## src/rtl/pixel_write_arbiter_pkg.sv

```systemverilog
// Shared constants for the sprite pixel write arbiter: screen bounds, client IDs,
// colours and controller state encoding.
package pixel_write_arbiter_pkg;

  localparam int SCREEN_W = 160;
  localparam int SCREEN_H = 120;

  localparam logic CLIENT_PADDLE = 1'b0;
  localparam logic CLIENT_BALL   = 1'b1;

  localparam logic [2:0] BLACK = 3'b000;
  localparam logic [2:0] GREEN = 3'b010;

  localparam logic [1:0] IDLE = 2'd0;
  localparam logic [1:0] BUSY = 2'd1;
  localparam logic [1:0] DONE = 2'd2;

  function automatic logic [1:0] onehot2(input logic k);
    return k ? 2'b10 : 2'b01;
  endfunction

endpackage

```

## src/rtl/pixel_write_arbiter_rr_pick2.sv

```systemverilog
// Two-way round-robin pick: a lone requester always wins, a tie goes to rr.
module rr_pick2
  import pixel_write_arbiter_pkg::*;
(
  input  logic [1:0] req,
  input  logic       rr,
  output logic       winner,
  output logic       valid
);

  always_comb begin
    valid = |req;
    if (&req) begin
      winner = rr;
    end else if (req[CLIENT_BALL]) begin
      winner = CLIENT_BALL;
    end else begin
      winner = CLIENT_PADDLE;
    end
  end

endmodule

```

## src/rtl/pixel_write_arbiter.sv

```systemverilog
// Grants the framebuffer write port to the paddle or ball drawer one burst at a
// time, registers accepted pixels and masks off-screen ones.
module pixel_write_arbiter
  import pixel_write_arbiter_pkg::*;
#(
  parameter int X_W      = 8,
  parameter int Y_W      = 7,
  parameter int C_W      = 3,
  parameter int SCREEN_W = pixel_write_arbiter_pkg::SCREEN_W,
  parameter int SCREEN_H = pixel_write_arbiter_pkg::SCREEN_H
) (
  input  logic             clk,
  input  logic             reset,
  input  logic [1:0]       req,
  input  logic [1:0]       pix_valid,
  input  logic [1:0]       pix_last,
  input  logic [2*X_W-1:0] x_in,
  input  logic [2*Y_W-1:0] y_in,
  input  logic [2*C_W-1:0] color_in,
  output logic [1:0]       gnt,
  output logic [1:0]       done,
  output logic [X_W-1:0]   out_x,
  output logic [Y_W-1:0]   out_y,
  output logic [C_W-1:0]   out_color,
  output logic             out_plot
);

  // One extra bit so a bound equal to 2**W still compares correctly.
  localparam logic [X_W:0] X_LIM = (X_W+1)'(SCREEN_W);
  localparam logic [Y_W:0] Y_LIM = (Y_W+1)'(SCREEN_H);

  logic [1:0] state_reg, state_next;
  logic       owner_reg, owner_next;
  logic       rr_reg, rr_next;
  logic       pick_winner, pick_valid;
  logic       accept, on_screen;

  logic [X_W-1:0] x_arr [2];
  logic [Y_W-1:0] y_arr [2];
  logic [C_W-1:0] c_arr [2];

  for (genvar gi = 0; gi < 2; gi++) begin : g_unpack
    assign x_arr[gi] = x_in[gi*X_W +: X_W];
    assign y_arr[gi] = y_in[gi*Y_W +: Y_W];
    assign c_arr[gi] = color_in[gi*C_W +: C_W];
  end

  rr_pick2 u_pick (
    .req    (req),
    .rr     (rr_reg),
    .winner (pick_winner),
    .valid  (pick_valid)
  );

  assign accept    = (state_reg == BUSY) && pix_valid[owner_reg];
  assign on_screen = ({1'b0, x_arr[owner_reg]} < X_LIM) &&
                     ({1'b0, y_arr[owner_reg]} < Y_LIM);

  always_comb begin
    state_next = state_reg;
    owner_next = owner_reg;
    rr_next    = rr_reg;
    case (state_reg)
      IDLE: begin
        if (pick_valid) begin
          state_next = BUSY;
          owner_next = pick_winner;
        end
      end
      BUSY: begin
        if (accept && pix_last[owner_reg]) begin
          state_next = DONE;
        end else if (!accept && !req[owner_reg]) begin
          // Abort: release without a done pulse and let the other client go first.
          state_next = IDLE;
          rr_next    = ~owner_reg;
        end
      end
      DONE: begin
        state_next = IDLE;
        rr_next    = ~owner_reg;
      end
      default: begin
        state_next = IDLE;
      end
    endcase
  end

  always_ff @(posedge clk) begin
    if (reset) begin
      state_reg <= IDLE;
      owner_reg <= CLIENT_PADDLE;
      rr_reg    <= 1'b0;
      out_x     <= '0;
      out_y     <= '0;
      out_color <= C_W'(BLACK);
      out_plot  <= 1'b0;
    end else begin
      state_reg <= state_next;
      owner_reg <= owner_next;
      rr_reg    <= rr_next;
      out_plot  <= accept && on_screen;
      if (accept) begin
        out_x     <= x_arr[owner_reg];
        out_y     <= y_arr[owner_reg];
        out_color <= c_arr[owner_reg];
      end
    end
  end

  assign gnt  = (state_reg == BUSY) ? onehot2(owner_reg) : 2'b00;
  assign done = (state_reg == DONE) ? onehot2(owner_reg) : 2'b00;

endmodule

```

## config.mk

```make
export PLATFORM = sky130hd
export DESIGN_NAME = pixel_write_arbiter
export DESIGN_NICKNAME = d
export VERILOG_FILES = /design/src/rtl/pixel_write_arbiter_pkg.sv /design/src/rtl/pixel_write_arbiter_rr_pick2.sv /design/src/rtl/pixel_write_arbiter.sv
export SDC_FILE = /design/constraint.sdc
export NUM_CORES = 1
export LEC_CHECK = 0
export CORE_ASPECT_RATIO = 1.4
export CORE_MARGIN = 2
export CORE_UTILIZATION = 35
export CTS_CLUSTER_DIAMETER = 30
export DETAILED_ROUTE_END_ITERATION = 7
export PLACE_DENSITY_LB_ADDON = 0.3
export SLEW_MARGIN = 10
export SYNTH_ARGS = -nofsm -noshare
export SYNTH_HDL_FRONTEND = slang
export SYNTH_SLANG_ARGS = --single-unit
```

## constraint.sdc

```tcl
create_clock -name clk -period 1.3 [get_ports clk]
set_input_delay 0.13 -clock clk [delete_from_list [all_inputs] [get_ports clk]]
set_output_delay 0.13 -clock clk [all_outputs]
set_load 0.05 [all_outputs]
```

### Yosys cells after proc, flatten, opt, wreduce, memory -nomap -nowiden

Index checks and enable logic that the tools add are counted.

* eq/ne operators: 6
* mux-type cells: 27
* magnitude comparators: 4
* bitwise logic cells: 2
* reduce and logical (&&, ||, !) cells: 14

Operator list (number)
* $mux W8: 3
* $mux W7: 3
* $mux W2: 6
* $mux W1: 10
* $mux W3: 3
* $lt A8 B8 Y1 const B: 1
* $lt A7 B7 Y1 const B: 1
* $reduce_and A2 Y1: 3
* $logic_and A1 B1 Y1: 5
* $ne A2 B2 Y1 const B: 2
* $pmux W2 S2: 1
* $ne A3 B1 Y1 const B: 1
* $reduce_and A3 Y1: 1
* $eq A2 B1 Y1 const B: 1
* $eq A2 B2 Y1 const B: 1
* $ge A2 B2 Y1 const B: 1
* $logic_not A1 Y1: 2
* $logic_not A2 Y1: 1
* $lt A1 B2 Y1 const B: 1
* $ne A2 B1 Y1 const B: 1
* $not A1 Y2: 1
* $pmux W1 S2: 1
* $reduce_bool A2 Y1: 1
* $reduce_or A2 Y1: 1
* $not A1 Y1: 1

* register bits: 23
* output and inout port bits: 23
* bits of input ports: 44
* word-level logic and storage cells: 60

### Logic depth before layout (Yosys ltp)

Gate-level depths: netlist (run 1).

* depth in word-level cells: 8
* mapped depth: 6
* gate-level depth less buffers: 6

### Cells and area by module

A second synthesis (run 1) with hierarchy kept.

* cells, all modules: 132
* area total of the unflattened synthesis: 1275.0 um^2

By module, submodules not included
* pixel_write_arbiter: cells an instance 129, area each 1257.5 um^2, instances 1, seq. area each 460.4 um^2
* rr_pick2: cells an instance 3, area each 17.5 um^2, instances 1, seq. area each 0.0 um^2

### Worst setup path after synthesis (run 1)

No wires, ideal clock.

* path kind: flip-flop to output port
* start: register owner_reg
* end: output done[0]
* slack: -129 ps
* data required time: 1170 ps
* data arrival time: 1299 ps
* cell stages (with the launch flop): 4
* path buffers: 2
* path through: dfxtp_1 buf_6 buf_2 nor2b_1

* word-level cells in the longest chain between the ends: 2

Ends and longest elaborated chain
* from (decl): RTL line pixel_write_arbiter.sv:33 `logic owner_reg, owner_next;`
* from (signal assigned): RTL line pixel_write_arbiter.sv:100 `owner_reg <= owner_next;`
* $mux W2: RTL line pixel_write_arbiter_pkg.sv:19 `return k ? 2'b10 : 2'b01;`
* $mux W2: RTL line pixel_write_arbiter.sv:112 `assign done = (state_reg == DONE) ? onehot2(owner_reg) : 2'b00;`
* to (decl): RTL line pixel_write_arbiter.sv:21 `output logic [1:0] done,`

No other way between the ends.

### Final worst setup path (run 1)

* start: register state_reg[1]
* end: register out_y[0]

* word-level cells in the longest chain between the ends: 2

Ends and longest elaborated chain
* from (decl): RTL line pixel_write_arbiter.sv:32 `logic [1:0] state_reg, state_next;`
* from (signal assigned): RTL line pixel_write_arbiter.sv:99 `state_reg <= state_next;`
* $eq A2 B1 Y1: RTL line pixel_write_arbiter.sv:55 `assign accept = (state_reg == BUSY) && pix_valid[owner_reg];`
* $logic_and A1 B1 Y1: RTL line pixel_write_arbiter.sv:55
* to (signal assigned): RTL line pixel_write_arbiter.sv:105 `out_y <= y_arr[owner_reg];`
* to (decl): RTL line pixel_write_arbiter.sv:23 `output logic [Y_W-1:0] out_y,`

No other way between the ends.
A chain may end at the register's enable or synchronous reset.

==> results.yml, run 1 <==
clock_tree:
  cts_buffers: 3
  cts_tree: "yes"
  htreeDepth: 1
  root_buffer: "clkbuf_8"
  cts_buffer_depth: 2
  clkTransAtPathRegs_ns: 0.08
  worst_skew_pair.late_latency_ns: 0.26
  cts.sinks: 23
sta:
  fmax_ghz: 0.726
  holdWs_ns: 0.484
  period_share: 1.06
  tightestPinTransition_ns: 0.267
  rsz0062_at_grt: "yes"
  slew_headroom: 0.822
  skew_ns: 0.00346
  tns_ns: -0.765
  fin_crit_ns: 1.38
  setup_slack_ns: -0.0768
  setup_viol: 15
  hold_viol: 0
  final-max-slew-violation-count: 0
critical_path:
  worstReg2RegStart: "state_reg[1]$_SDFFE_PP0P_"
  endpoint_kind: "flip-flop"
  r2r_end: "out_y[0]$_SDFFE_PP0P_"
  critical_path.cell_chain: "inv_2 -> ha_4 -> a21boi_4 -> buf_12 -> buf_16 -> buf_6 -> a211oi_2"
  required_ns: 1.47
  r2r_cells: 7
  startpoint_type: "flip-flop"
  crit_path_top_delay_cell: "dfxtp_2"
  rrSetupSlack_ns: -0.08
  worstPathArrival_ns: 1.55
  cpPeakStageDelay_ns: 0.34
  path_class: "reg2reg"
  crit_fanout: 7
power_and_ir_drop:
  power.share.clock: 0.156
  power.share.sequential: 0.326
  swShare: 0.363
  p_int_w: 0.00176
  ir_drop_mv: 0.841
  comb_power_share: 0.519
  leakage_nw: 0.948
  p_per_area_mw_per_mm2: 1100
  p_sw_w: 0.00100
die:
  die_h_um: 74.8
  fp-row-count: 25
  initial_core_util: 0.368
  dieArea_mm2: 0.00408
  core-area_mm2: 0.00341
  die_x_um: 54.6
  io_pins: 67
cells_and_area:
  drive_above_1_share: 0.404
  syn2layout_area_growth_pct: 100
  multi_input_area_um2: 782
  regArea_um2: 467
  final_nets: 266
  fin_area_mm2: 0.00251
  top_register: "out_x"
  num_antenna_cells: 0
  reg.largest.list: "out_x x8, out_y x7, out_color x3"
  nFillCells: 237
  largest_reg_flops: 8
hold_path:
  hold_path.startpoint: "rr_reg$_SDFFE_PP0P_"
  hold-path-cell-count: 2
  min_to: "rr_reg$_SDFFE_PP0P_"
  worstHoldPathType: "reg2reg"
global_routing:
  first_global_vias: 1395
  grt_antenna_before_repair: 0
  grt_pass1_wl_mm: 6.06
  grt_overflow: 0
  grt_start_max_net_pins: 24
  grt_use_total: 0.202
routing:
  routed_via_density: 5.11
  drc: 0
  ant_nets: 0
  drt_iter0_drc: 37
  num_vias: 1318
  wl_per_cell_um: 15.1
  drt_wl_total_mm: 3.90
  dr.pass1.iters: 4
yosys:
  synth_area_per_cell_um2: 9.50
  yosysSeqAreaShare: 0.367
  synth_area_mm2: 0.00125
  yosys-top-cells-area: "dfxtp_1 (37%), a211oi_2 (13%), mux2i_1 (12%), nor2_1 (6.9%), ha_1 (3.0%)"
  ys_ff_latch: 23
  synth_top_area_share: 0.367
  syn_inst: 132
  yosys.area.top_type: "dfxtp_1"
  yosysWarnings: 0
  synthDistinctLibCells: 31
  synth_nets: 179
run:
  cap_violations: 0
placement:
  dpl.hpwl_mm: 2.80
  placed_cell_area_mm2: 0.00228
  gp_congestion: 0.741
  io_buffers: 66
outcome:
  violations: "setup timing"
  status: "complete, but fails checks"
==> Yosys cell counts (all sizes together) <==
library cell  instances
dfxtp                23
nor2                 23
a211oi               16
mux2i                15
buf                   8
inv                   7
nand2                 7
nand2b                5
o22ai                 4
ha                    3
nand3                 3
a21boi                2
a21oi                 2
nor3                  2
o21ai                 2
a221oi                1
a22oi                 1
a311oi                1
a32oi                 1
and2                  1
nand3b                1
nor2b                 1
nor4                  1
o22a                  1
or3b                  1
==> per-stage QoR <==
| stage | total power (W) | setup slack [ns] | util | std cells |
|---|---|---|---|---|
| after global placement | 0.00217 | -0.243 | 0.670 | 246 |
| after floorplan | 0.00157 | 0.0355 | - | 132 |
| final | 0.00277 | -0.0768 | 0.736 | 258 |
| after CTS | 0.00274 | -0.0714 | 0.719 | 255 |
| after detailed placement | 0.00221 | -0.336 | 0.670 | 246 |
| after global routing | 0.00290 | -0.141 | 0.736 | 258 |
==> worst max-delay path by stage <==
| stage | startpoint | endpoint | slack, ns | depth (start not counted) |
|---|---|---|---|---|
| after floorplan | state_reg[1]$_SDFFE_PP0P_ | state_reg[0]$_SDFFE_PP0P_ | 0.04 | 6 |
| after global placement | pix_valid[0] | out_plot$_SDFF_PP0_ | -0.24 | 5 |
| after detailed placement | pix_valid[0] | out_plot$_SDFF_PP0_ | -0.34 | 5 |
| after CTS | state_reg[1]$_SDFFE_PP0P_ | state_reg[0]$_SDFFE_PP0P_ | -0.07 | 6 |
| after global routing | state_reg[1]$_SDFFE_PP0P_ | out_x[7]$_SDFFE_PP0P_ | -0.14 | 7 |
| final | state_reg[1]$_SDFFE_PP0P_ | out_y[0]$_SDFFE_PP0P_ | -0.08 | 7 |
==> metal layers <==
metal | GRT usage | share of wire | up-vias
li1 | - | - | 640
met1 | 0.210 | 0.38 | 629
met2 | 0.376 | 0.55 | 45
met3 | 0.0417 | 0.056 | 4
met4 | 0.0806 | 0.011 | 0
met5 | 0 | 0 | -
==> worst max-delay path, delay by kind of cell (launching register included) <==
| kind | cells | cell delay [ns] |
|---|---|---|
| AOI/OAI and AO/OA | 2 | 0.34 |
| buffers and inverters | 4 | 0.43 |
| DFF | 1 | 0.34 |
| adders and majority gates | 1 | 0.17 |
==> power by group through the flow <==
stage          sequential [W]  combinational, W  clock (W)
4_1_cts              0.000899           0.00139   0.000448
2_1_floorplan         0.00111          0.000464          0
3_5_place_dp         0.000910           0.00130          0
5_1_grt              0.000911           0.00151   0.000477
3_3_place_gp         0.000901           0.00127          0
6_report             0.000901           0.00144   0.000431
==> layout make-up <==
cell class                 instances  share of cell area
clock buffer                       3              0.0165
clock inverter                     1             0.00200
inverter                           7              0.0105
multi-input combinational         94               0.312
sequential                        23               0.186
tap                               40              0.0200
timing repair buffer              90               0.453
==> cell families after synthesis <==
logic type,synth area share
compound gates,0.242
fa+ha+maj,0.0299
buf+inv,0.0679
mux,0.120
simple gates,0.174
flops,0.367
==> layout by cell type, fill, tap and decap left out, drive strengths merged, types with 3 or more instances in the layout <==
cell	n
a211oi	16
dfxtp	23
nand3	3
inv	7
buf	47
ha	3
clkbuf	3
o22ai	4
nor2	23
nand2b	5
mux2i	15
nand2	7
clkdlybuf4s50	42
==> repair_timing <==
item                                    in CTS  in global routing
endpoints found under the hold margin        0                  0
gates cloned                                 1                  0
setup buffers                                4                  4
hold buffers                                 0                  0
gates resized for setup                     17                 12
pin swaps                                    2                 10
endpoints found under the setup margin      24                 25
Note: power is estimated with default switching activity, not from simulation.
==> run 2, diff against run 1 <==
- CORE_UTILIZATION: 35 -> 36
- CTS_BUF_LIST: not set -> sky130_fd_sc_hd__clkbuf_4
- REMOVE_ABC_BUFFERS: not set -> 1
==> run 2 against run 1 <==
  * The flow still finishes with violations (setup timing)
  * Hold slack lost 0.059 ns
  * Utilization is 2.1 points higher
  * Total power fell by 1.8%
  * Non-clock buffer count rose by 4
  * First-iteration DRC count is 43% lower
  * Routed wire length is 0.33% lower
  * Worst setup slack lost 0.061 ns
  * Sequential share of layout area fell by 0.085 points
  * Critical path type is now reg2out
  * Critical endpoint is now gnt[1]
==> results.yml, run 2 (synthesis gave the netlist of run 1 again) <==
cells_and_area:
  layout_common_cells: "clkdlybuf4s50_1 (43), buf_12 (24), nor2_1 (21)"
  nFillCells: 227
  top_register: "out_x"
  drive_above_1_share: 0.437
  syn2layout_area_growth_pct: 102
  final_nets: 270
  multi_input_area_um2: 812
  stdcell_count: 262
  largest_reg_flops: 8
  mostFrequentLayoutCell: "clkdlybuf4s50_1"
  num_antenna_cells: 0
  reg.largest.list: "out_x x8, out_y x7, out_color x3"
  regArea_um2: 469
hold_path:
  worstHoldPathType: "in2reg"
  hold-path-cell-count: 3
die:
  io_pins: 67
  fp-row-count: 25
  initial_core_util: 0.375
  die_h_um: 73.8
  die_x_um: 53.9
  core-area_mm2: 0.00335
  dieArea_mm2: 0.00398
placement:
  dpl.hpwl_mm: 3.04
  dp.cells: 249
  gp_congestion: 0.729
  io_buffers: 66
power_and_ir_drop:
  leakage_nw: 0.962
  ir_drop_mv: 0.764
  p_per_area_mw_per_mm2: 1070
global_routing:
  grt_pass1_wl_mm: 6.13
  grt_overflow: 0
  grt_use_total: 0.205
  first_global_vias: 1418
  grt_antenna_before_repair: 0
  grt_start_max_net_pins: 24
routing:
  drt_iter0_drc: 21
  dr.pass1.iters: 2
  drt_wl_total_mm: 3.89
  drc: 0
  num_vias: 1323
  ant_nets: 0
  wl_per_cell_um: 14.8
  routed_via_density: 5.05
critical_path:
  required_ns: 1.17
  cpMostUsedCell: "inv_2"
  critical_path.cell_chain: "inv_2 -> ha_4 -> buf_4 -> nand2_4 -> inv_2 -> buf_12"
  r2r_cells: 7
  cpPeakStageDelay_ns: 0.36
  endpoint_kind: "primary output"
  cpLargestDelayFamily: "buffers and inverters"
  worstPathArrival_ns: 1.31
  crit_path_top_delay_cell: "dfxtp_2"
  startpoint_type: "flip-flop"
  path_buf_inv: 4
  path_depth: 6
  crit_fanout: 4
  path_class: "reg2out"
sta:
  fin_crit_ns: 1.44
  hold_viol: 0
  final-max-slew-violation-count: 0
  skew_ns: 0.000440
  tightestPinTransition_ns: 0.253
  slew_headroom: 0.831
  fmax_ghz: 0.695
  period_share: 1.11
  holdWs_ns: 0.425
  rsz0062_at_grt: "yes"
  setup_viol: 22
  setup_slack_ns: -0.138
clock_tree:
  cts_buffers: 3
  cts.sinks: 23
  clkTransAtPathRegs_ns: 0.13
  cts_tree: "yes"
  root_buffer: "clkbuf_4"
  cts.hold.buffers_added: 0
  worst_skew_pair.late_latency_ns: 0.31
  cts_buffer_depth: 2
  htreeDepth: 1
outcome:
  violations: "setup timing"
  status: "complete, but fails checks"
run:
  cap_violations: 0
run 2: changes by cell type in the layout (fill, tap and decap cells not counted), sizes merged:
cell / previous run / this run
clkdlybuf4s50: 42 / 43
buf: 47 / 51
dlygate4sd2: 1 / 0
run 2: path summary, 6_finish.rpt:
| kind | from | end | slack [ns] |
|---|---|---|---|
| worst max-delay path | state_reg[1]$_SDFFE_PP0P_ | gnt[1] | -0.14 |
| worst max register to register | state_reg[1]$_SDFFE_PP0P_ | state_reg[0]$_SDFFE_PP0P_ | -0.10 |
| worst min register to register | rr_reg$_SDFFE_PP0P_ | rr_reg$_SDFFE_PP0P_ | 0.51 |
| worst min-delay path | y_in[3] | out_y[3]$_SDFFE_PP0P_ | 0.43 |
run 2: cell type report:
cell class,count,share of cell area
Timing Repair Buffer,94,0.451
Sequential cell,23,0.185
Clock buffer,3,0.00889
Inverter,7,0.0123
Tap cell,40,0.0198
Multi-Input combinational cell,94,0.320
Clock inverter,1,0.00198
run 2: tightest hold or removal path: stages:
cell	delay, ns
clkdlybuf4s50_1	0.41
nand2_1	0.09
a311oi_1	0.08
run 2: what timing repair did:
item	in CTS	in global routing
setup buffers	4	4
endpoints found under the setup margin	26	26
resized for setup	26	21
cloned	1	0
pin swaps	5	7
run 2: power by group:
| group | switching (W) | total (W) | internal, W |
|---|---|---|---|
| clock network | 0.000225 | 0.000340 | 0.000115 |
| logic | 0.000703 | 0.00148 | 0.000773 |
| registers | 0.000104 | 0.000903 | 0.000800 |
| total | 0.00103 | 0.00272 | 0.00169 |
run 2: routing by layer:
metal | part of all wire | wire length (µm) | track usage
met1 | 0.35 | 1350 | 0.218
met2 | 0.58 | 2250 | 0.398
met3 | 0.067 | 262 | 0.0407
met4 | 0.0059 | 23 | 0.0370
met5 | 0 | 0 | 0
run 2: metrics by stage:
step	setup TNS [ns]	total power (W)	area [µm²]	worst slack [ns]	util
floorplan	-18.51	0.00152	1190	-0.913	-
global placement	-3.92	0.00217	2280	-0.249	0.681
detailed placement	-5.27	0.00222	2280	-0.321	0.681
CTS	-1.31	0.00265	2420	-0.109	0.724
global route	-3.03	0.00285	2530	-0.200	0.757
finish	-1.38	0.00272	2530	-0.138	0.757
==> run 3, diff against run 2 <==
- CORE_UTILIZATION: 36 -> 40
- clock period: 1.3 -> 1.5 ns (I/O delays scaled with it)
==> run 3 against run 2 <==
  * The run now ends clean
  * Hold slack better by 0.040 ns
  * Final cell count decreased by 5.7%
  * Clock power down 11%
==> results.yml, run 3 (synthesis gave the netlist of run 1 again) <==
outcome:
  status: "finished, final reports clean"
global_routing:
  grt_use_total: 0.190
  grt_antenna_before_repair: 0
  grt_start_max_net_pins: 34
  first_global_vias: 1286
  grt_pass1_wl_mm: 5.43
  grt_overflow: 0
die:
  io_pins: 67
  die_x_um: 51.3
  dieArea_mm2: 0.00360
  core-area_mm2: 0.00306
  initial_core_util: 0.409
  fp-row-count: 24
  die_h_um: 70.2
critical_path:
  required_ns: 1.35
  r2r_cells: 6
  worstReg2RegStart: "state_reg[1]$_SDFFE_PP0P_"
  r2r_end: "out_y[3]$_SDFFE_PP0P_"
  startpoint_type: "flip-flop"
  endpoint_kind: "primary output"
  startpoint: "state_reg[0]$_SDFFE_PP0P_"
  worstPathArrival_ns: 1.24
  path_class: "reg2out"
  rrSetupSlack_ns: 0.13
  crit_fanout: 3
placement:
  dpl.hpwl_mm: 2.61
  gp_congestion: 0.745
  io_buffers: 66
  post-place-ws_ns: -0.0892
  placed_cell_area_mm2: 0.00199
hold_path:
  hold_path.startpoint: "y_in[10]"
  worstHoldPathType: "in2reg"
  hold-path-cell-count: 3
  min_to: "out_y[3]$_SDFFE_PP0P_"
routing:
  wl_per_cell_um: 13.1
  drt_wl_total_mm: 3.23
  num_vias: 1257
  dr.pass1.iters: 4
  drt_iter0_drc: 11
  routed_via_density: 5.09
  ant_nets: 0
  drc: 0
cells_and_area:
  num_antenna_cells: 0
  final_util: 0.676
  fin_area_mm2: 0.00207
  final_nets: 256
  nFillCells: 263
  layout_common_cells: "clkdlybuf4s50_1 (43), buf_4 (32), nor2_1 (23)"
  largest_reg_flops: 8
  drive_above_1_share: 0.341
  syn2layout_area_growth_pct: 65.3
  mostFrequentLayoutCell: "clkdlybuf4s50_1"
  reg.largest.list: "out_x x8, out_y x7, out_color x3"
  top_register: "out_x"
clock_tree:
  cts_buffers: 3
  cts.sinks: 23
  htreeDepth: 1
  root_buffer: "clkbuf_4"
  cts.hold.buffers_added: 0
  clkTransAtPathRegs_ns: 0.12
  cts_tree: "yes"
  cts_buffer_depth: 2
  worst_skew_pair.late_latency_ns: 0.30
power_and_ir_drop:
  p_per_area_mw_per_mm2: 972
  power_w: 0.00201
  leakage_nw: 0.802
  ir_drop_mv: 0.685
sta:
  period_share: 0.925
  final-max-slew-violation-count: 0
  skew_ns: 0.00122
  setup_slack_ns: 0.113
  fmax_ghz: 0.721
  slew_headroom: 0.834
  rsz0062_at_grt: "no"
  hold_viol: 0
  tightestPinTransition_ns: 0.242
  fin_crit_ns: 1.39
  setup_viol: 0
  holdWs_ns: 0.465
run:
  cap_violations: 0
==> run 3: final cells by class <==
cell class,instances,area [µm²],share of cell area
inverters,7,26.3,0.0127
repair buffers,80,753,0.364
well taps,39,48.8,0.0236
clock buffers,4,30.0,0.0145
multi-input cells,94,747,0.361
flip-flops and latches,23,467,0.225
==> run 3: power breakdown <==
part,leakage (nW),internal [W],switching (W),total (W)
Combinational,0.594,0.000424,0.000548,0.000973
Sequential,0.190,0.000692,0.0000490,0.000741
Clock,0.0184,0.000122,0.000179,0.000301
==> run 3: worst max-delay path by stage <==
stage | cells past startpoint | end | slack [ns]
6_report | 4 | done[1] | 0.11
5_1_grt | 5 | gnt[0] | 0.02
4_1_cts | 4 | done[1] | 0.005
3_5_place_dp | 6 | state_reg[0]$_SDFFE_PP0P_ | -0.09
3_3_place_gp | 5 | out_plot$_SDFF_PP0_ | -0.05
2_1_floorplan | 4 | out_y[3]$_SDFFE_PP0P_ | -0.71
==> run 3: worst max-delay path: stages, from the launching register on <==
cell and delay [ns]:
dfxtp_2 0.37, inv_2 0.06, ha_1 0.20, and2_4 0.16
buf_12 0.14
==> run 3: routing by layer <==
layer / part of all wire / global-route usage / vias up
met2: 0.55 / 0.362 / 49
met1: 0.37 / 0.214 / 584
li1: - / - / 622
met5: 0 / 0 / -
met3: 0.070 / 0.0406 / 2
met4: 0.0043 / 0.0292 / 0
==> run 3: what timing repair did <==
action | CTS | global route
resized for setup | 5 | 12
cloned | 0 | 0
pin swaps | 0 | 1
setup endpoints to repair | 4 | 7
setup buffers | 0 | 0
==> run 3: metrics by stage <==
stage | instances | setup TNS [ns]
floorplan | 124 | -13.39
global placement | 243 | -0.107
finish | 247 | 0
global route | 247 | 0
detailed placement | 243 | -0.376
CTS | 247 | 0
